--- config.mk ---
export PLATFORM = sky130hd
export DESIGN_NAME = filter_mode_ctrl
export DESIGN_NICKNAME = d
export VERILOG_FILES = /design/src/rtl/filter_mode_ctrl.sv
export SDC_FILE = /design/constraint.sdc
export NUM_CORES = 1
export LEC_CHECK = 0
export CORE_MARGIN = 2
export CORE_UTILIZATION = 40
export DETAILED_ROUTE_END_ITERATION = 6
export PLACE_DENSITY = 0.56
export SLEW_MARGIN = 0
export SYNTH_ARGS = -nofsm -noshare
export SYNTH_HDL_FRONTEND = slang
export SYNTH_SLANG_ARGS = --single-unit
--- constraint.sdc ---
create_clock -name i_sysclk -period 3.4 [get_ports i_sysclk]
set_clock_uncertainty 0.15 [all_clocks]
set_input_delay 0.51 -clock i_sysclk [delete_from_list [all_inputs] [get_ports i_sysclk]]
set_output_delay 0.51 -clock i_sysclk [all_outputs]
set_load 0.1 [all_outputs]
--- src/rtl/filter_mode_ctrl.sv ---
// filter_mode_ctrl: debounces the board mode button and gaussian switch,
// keeps a pending filter configuration and applies it to the pixel pipeline
// only after camera configuration and only on a start-of-frame, holding a
// pipeline flush for a programmable number of settle frames.
// i_rstn asserts asynchronously; its release is expected to be synchronous
// to i_sysclk (from the board reset synchronizer).
module filter_mode_ctrl #(
    parameter logic [15:0] DB_CYCLES     = 16'd50000,
    parameter int unsigned NUM_MODES     = 4,
    parameter int unsigned SETTLE_FRAMES = 2
) (
    input  logic       i_sysclk,
    input  logic       i_rstn,
    input  logic       i_sof,
    input  logic       i_cfg_done,
    input  logic       i_btn_mode,
    input  logic       i_sw_gaussian,
    output logic [1:0] o_mode,
    output logic       o_gaussian_enable,
    output logic       o_pipe_flush,
    output logic       o_busy,
    output logic [7:0] o_status_leds
);

    localparam int unsigned CNT_W = 16;
    localparam int unsigned SET_W = 4;
    localparam logic [1:0]       MODE_MAX    = 2'(NUM_MODES - 1);
    localparam logic [CNT_W-1:0] DB_LAST     = DB_CYCLES - 16'd1;
    localparam logic [SET_W-1:0] SETTLE_INIT = SET_W'(SETTLE_FRAMES);

    typedef enum logic [1:0] {
        S_WAIT_CFG = 2'd0,
        S_ACTIVE   = 2'd1,
        S_FLUSH    = 2'd2,
        S_SETTLE   = 2'd3
    } state_t;

    // Bit 0 carries the mode button, bit 1 the gaussian switch.
    logic [1:0]            sync1_q;
    logic [1:0]            sync2_q;
    logic [1:0]            db_q;
    logic [1:0][CNT_W-1:0] db_cnt_q;
    logic                  btn_prev_q;
    logic                  btn_rise;

    logic [1:0]       pend_mode_q;
    logic             pend_gauss_q;
    logic             pend_diff;

    state_t           state_q;
    logic [SET_W-1:0] settle_q;
    logic [1:0]       mode_q;
    logic             gauss_q;
    logic             flush_q;
    logic             busy_q;
    logic             cfg_seen_q;

    // Two-flop synchronizers for the raw board inputs.
    always_ff @(posedge i_sysclk or negedge i_rstn) begin
        if (!i_rstn) begin
            sync1_q <= '0;
            sync2_q <= '0;
        end else begin
            sync1_q <= {i_sw_gaussian, i_btn_mode};
            sync2_q <= sync1_q;
        end
    end

    // Debounce: the output follows the input only after DB_CYCLES stable disagreeing cycles.
    always_ff @(posedge i_sysclk or negedge i_rstn) begin
        if (!i_rstn) begin
            db_q     <= '0;
            db_cnt_q <= '0;
        end else begin
            for (int i = 0; i < 2; i++) begin
                if (sync2_q[i] == db_q[i]) begin
                    db_cnt_q[i] <= '0;
                end else if (db_cnt_q[i] == DB_LAST) begin
                    db_q[i]     <= sync2_q[i];
                    db_cnt_q[i] <= '0;
                end else begin
                    db_cnt_q[i] <= db_cnt_q[i] + CNT_W'(1);
                end
            end
        end
    end

    assign btn_rise  = db_q[0] & ~btn_prev_q;
    assign pend_diff = (pend_mode_q != mode_q) || (pend_gauss_q != gauss_q);

    // Pending configuration: button rising edge cycles the mode, switch level sets gaussian.
    always_ff @(posedge i_sysclk or negedge i_rstn) begin
        if (!i_rstn) begin
            btn_prev_q   <= 1'b0;
            pend_mode_q  <= '0;
            pend_gauss_q <= 1'b0;
        end else begin
            btn_prev_q   <= db_q[0];
            pend_gauss_q <= db_q[1];
            if (btn_rise) begin
                pend_mode_q <= (pend_mode_q == MODE_MAX) ? 2'd0 : pend_mode_q + 2'd1;
            end
        end
    end

    // Apply scheduler: first config at cfg-done, later changes only on a flushed SOF.
    always_ff @(posedge i_sysclk or negedge i_rstn) begin
        if (!i_rstn) begin
            state_q    <= S_WAIT_CFG;
            settle_q   <= '0;
            mode_q     <= '0;
            gauss_q    <= 1'b0;
            flush_q    <= 1'b0;
            busy_q     <= 1'b0;
            cfg_seen_q <= 1'b0;
        end else begin
            case (state_q)
                S_WAIT_CFG: begin
                    busy_q  <= 1'b1;
                    flush_q <= 1'b0;
                    if (i_cfg_done) begin
                        mode_q     <= pend_mode_q;
                        gauss_q    <= pend_gauss_q;
                        cfg_seen_q <= 1'b1;
                        busy_q     <= 1'b0;
                        state_q    <= S_ACTIVE;
                    end
                end
                S_ACTIVE: begin
                    if (pend_diff) begin
                        flush_q <= 1'b1;
                        busy_q  <= 1'b1;
                        state_q <= S_FLUSH;
                    end
                end
                S_FLUSH: begin
                    if (i_sof) begin
                        mode_q   <= pend_mode_q;
                        gauss_q  <= pend_gauss_q;
                        settle_q <= SETTLE_INIT;
                        if (SETTLE_FRAMES == 0) begin
                            flush_q <= 1'b0;
                            busy_q  <= 1'b0;
                            state_q <= S_ACTIVE;
                        end else begin
                            state_q <= S_SETTLE;
                        end
                    end
                end
                S_SETTLE: begin
                    if (i_sof) begin
                        settle_q <= settle_q - SET_W'(1);
                        if (settle_q == SET_W'(1)) begin
                            flush_q <= 1'b0;
                            busy_q  <= 1'b0;
                            state_q <= S_ACTIVE;
                        end
                    end
                end
                default: begin
                    state_q <= S_WAIT_CFG;
                end
            endcase
        end
    end

    assign o_mode            = mode_q;
    assign o_gaussian_enable = gauss_q;
    assign o_pipe_flush      = flush_q;
    assign o_busy            = busy_q;
    assign o_status_leds     = {pend_mode_q, cfg_seen_q, busy_q, flush_q, gauss_q, mode_q};

endmodule

==> metrics.yaml <==
outcome: "complete, no violations"
syn2layout_area_growth_pct: 11.70
worst-path-buf-inv: 1
grt_max_degree: 27
num_antenna_cells: 0
cts_made_buffers: 5
place_congestion: 0.7559
cts_hold_buf: 0
critical_path_arrival_ns: 1.85
syn_inst: 240
regArea_um2: 1351
via_per_inst: 5.107
layout-drive-gt1-share_pct: 6.950
hold_class: "input port to asynchronous set/reset pin"
maxCapViolations: 0
clock-sinks: 54
dr.pass1.iters: 4
fin_crit_sh_pct: 73.93
grt-ovfl-total: 0
finalPower_mw: 1.060
fin_ws_ns: 0.8863
worstPathRequired_ns: 2.74
syn_area_um2: 2609
finalHoldViolations: 0
htree_levels: 2
setup_viol: 0
cts_tree: "built"
tns_ns: 0
rsz0062_at_grt: "no"
pin_count: 19
multi_input_area_um2: 1160
synth_nets: 257
die_y_um: 84.76
crit_family: "buffers and inverters"
p_per_area_nw_per_um2: 363.8
finalWirelength_um: 4306
clk_latency_ns: 0.30
post_cts_resized: 0
synth_seq_area_share_pct: 51.80
ys_seq_elements: 54
num-nets-final: 275
synth_area_leaders: "dfrtp_1 (52%), xnor2_1 (7.1%), ha_1 (5.3%), nor2_1 (4.7%), mux2_1 (3.5%)"
synth-main-ff-cell: "dfrtp_1"
place.port_buffers: 18
endpoint_kind: "output pin"
cpMaxStageDelayCell: "clkdlybuf4s50_1"
vias: 1716
core.rowCount: 29
grt_pass1_wl_um: 7748
max_slew_margin_pct: 35.52
critPathKind: "flip-flop to output pin"
tightest_slew_ns: 0.9642
ys_types: 37
synth_warnings: 0
slew_viol_final: 0
peakVddDrop_mv: 0.2573
initial_core_util_pct: 41.32
crit_path_cell_trace: "clkdlybuf4s50_1"
async_flop_share_pct: 100.0
ant_nets: 0
yosys.area.top_type: "dfrtp_1"
cts_root_buf: "clkbuf_8"
core_area_um2: 6314
leakage_nw: 1.303
netlist.area_leader.share_pct: 51.80
fillers: 575
ys_top_cells_by_count: "dfrtp_1 (54), nor2_1 (33), xnor2_1 (21)"
cts_setup_buffers: 0
dieWidth_um: 84.76
synth_area_per_cell_um2: 10.87
routedWlPerCell_um: 12.82
grt_pass1_vias: 1699
drcViolationCount: 0
fmax_mhz: 397.8
die_area_um2: 7184
cp-start-kind: "flip-flop"
slowest_delay_ns: 1.15
synth_most_common_cell: "dfrtp_1"
worstPathMaxFanout: 4
hpwl_um: 3034
track_usage_pct: 13.41
drt_iter0_markers: 75
final_util_pct: 46.16
synth_edf_count: 0
path_clk_slew_ns: 0.09
antenna_found_initial: 0
cts.path.max_buffers: 2
fin_crit_ns: 2.514
dp_slack_ns: 1.119
worst reg2reg max path, stage by stage, from the launching register on:
cell	delay, ns
dfrtp_1	0.40
ha_1	0.19
and3_1	0.36
nand4_1	0.23
nand2_1	0.46
nor2_1	0.11
sequential cells by signal, summed over array words and instances (netlist names):
signal and flops:
btn_prev_q 1, cfg_seen_q 1, db_cnt_q 32, db_q 2
o_busy 1, o_gaussian_enable 1, o_mode 2, o_pipe_flush 1
pend_gauss_q 1, pend_mode_q 2, settle_q 4, state_q 2
sync1_q 2, sync2_q 2
per-stage QoR:
step | hold slack, ns | instance area [um^2] | std cells
floorplan | 0.06441 | 2609 | 240
global placement | 0.1828 | 2823 | 328
detailed placement | 0.1878 | 2823 | 328
CTS | 0.06806 | 2914 | 336
global route | 0.08589 | 2914 | 336
finish | 0.04702 | 2914 | 336
per-layer routing:
layer  wire length, um  global-route usage, %  up-vias
met4                55                  4.762        0
met3               177                  3.343        5
met5                 0                      0        -
met2              1829                  20.62       28
met1              2244                  18.47      827
li1                  -                      -      856
power breakdown:
part	internal (mW)	switching [mW]	total [mW]	leakage (nW)
Combinational	0.0119	0.0240	0.0358	0.525
Clock	0.165	0.203	0.368	0.0482
Sequential	0.650	0.00678	0.657	0.730
worst paths after layout:
path	depth (start not counted)	start	end	slack, ns
worst min-delay path	1	i_rstn	db_cnt_q[18]	0.05
worst min register to register	0	sync1_q[0]	sync2_q[0]	0.21
worst max-delay path	1	o_gaussian_enable	o_status_leds[2]	0.89
min in group i_sysclk	0	sync1_q[0]	sync2_q[0]	0.21
max in group asynchronous	2	i_rstn	btn_prev_q	2.43
worst max register to register	5	db_cnt_q[16]	db_cnt_q[23]	1.38
cells in the final DEF, fill, tap and decap left out, types with 2 or more instances in the layout:
| master | count |
|---|---|
| nor4bb_1 | 3 |
| nor2_1 | 33 |
| o21ai_1 | 2 |
| dfrtp_1 | 54 |
| clkbuf_8 | 6 |
| nor3_1 | 7 |
| xnor2_1 | 21 |
| xor2_1 | 10 |
| a21oi_1 | 2 |
| and4_1 | 2 |
| a22o_1 | 2 |
| ha_1 | 11 |
| and3_1 | 5 |
| mux2_2 | 2 |
| nor4_1 | 5 |
| buf_4 | 7 |
| nand3_1 | 10 |
| clkdlybuf4s50_1 | 12 |
| mux2i_1 | 4 |
| mux2_1 | 8 |
| nand4_1 | 12 |
| nand2_1 | 13 |
| inv_1 | 10 |
cell families (layout without fill, tap and decap cells):
logic type,count (synthesis),after routing,synth area share [%]
simple gates,98,98,19.47
fa+ha+maj,11,11,5.276
flops,54,54,51.80
xor+xnor,31,31,10.41
compound gates,13,13,3.454
mux,14,14,5.851
buf+inv,19,38,3.741
layout make-up:
class | instances | share of cell area (%)
clock buffers | 7 | 2.963
clock inverters | 1 | 0.1717
inverters | 10 | 1.288
multi-input cells | 167 | 39.80
flip-flops and latches | 54 | 46.37
well taps | 77 | 3.306
repair buffers | 20 | 6.097
Power figures use the tool's default switching activity.
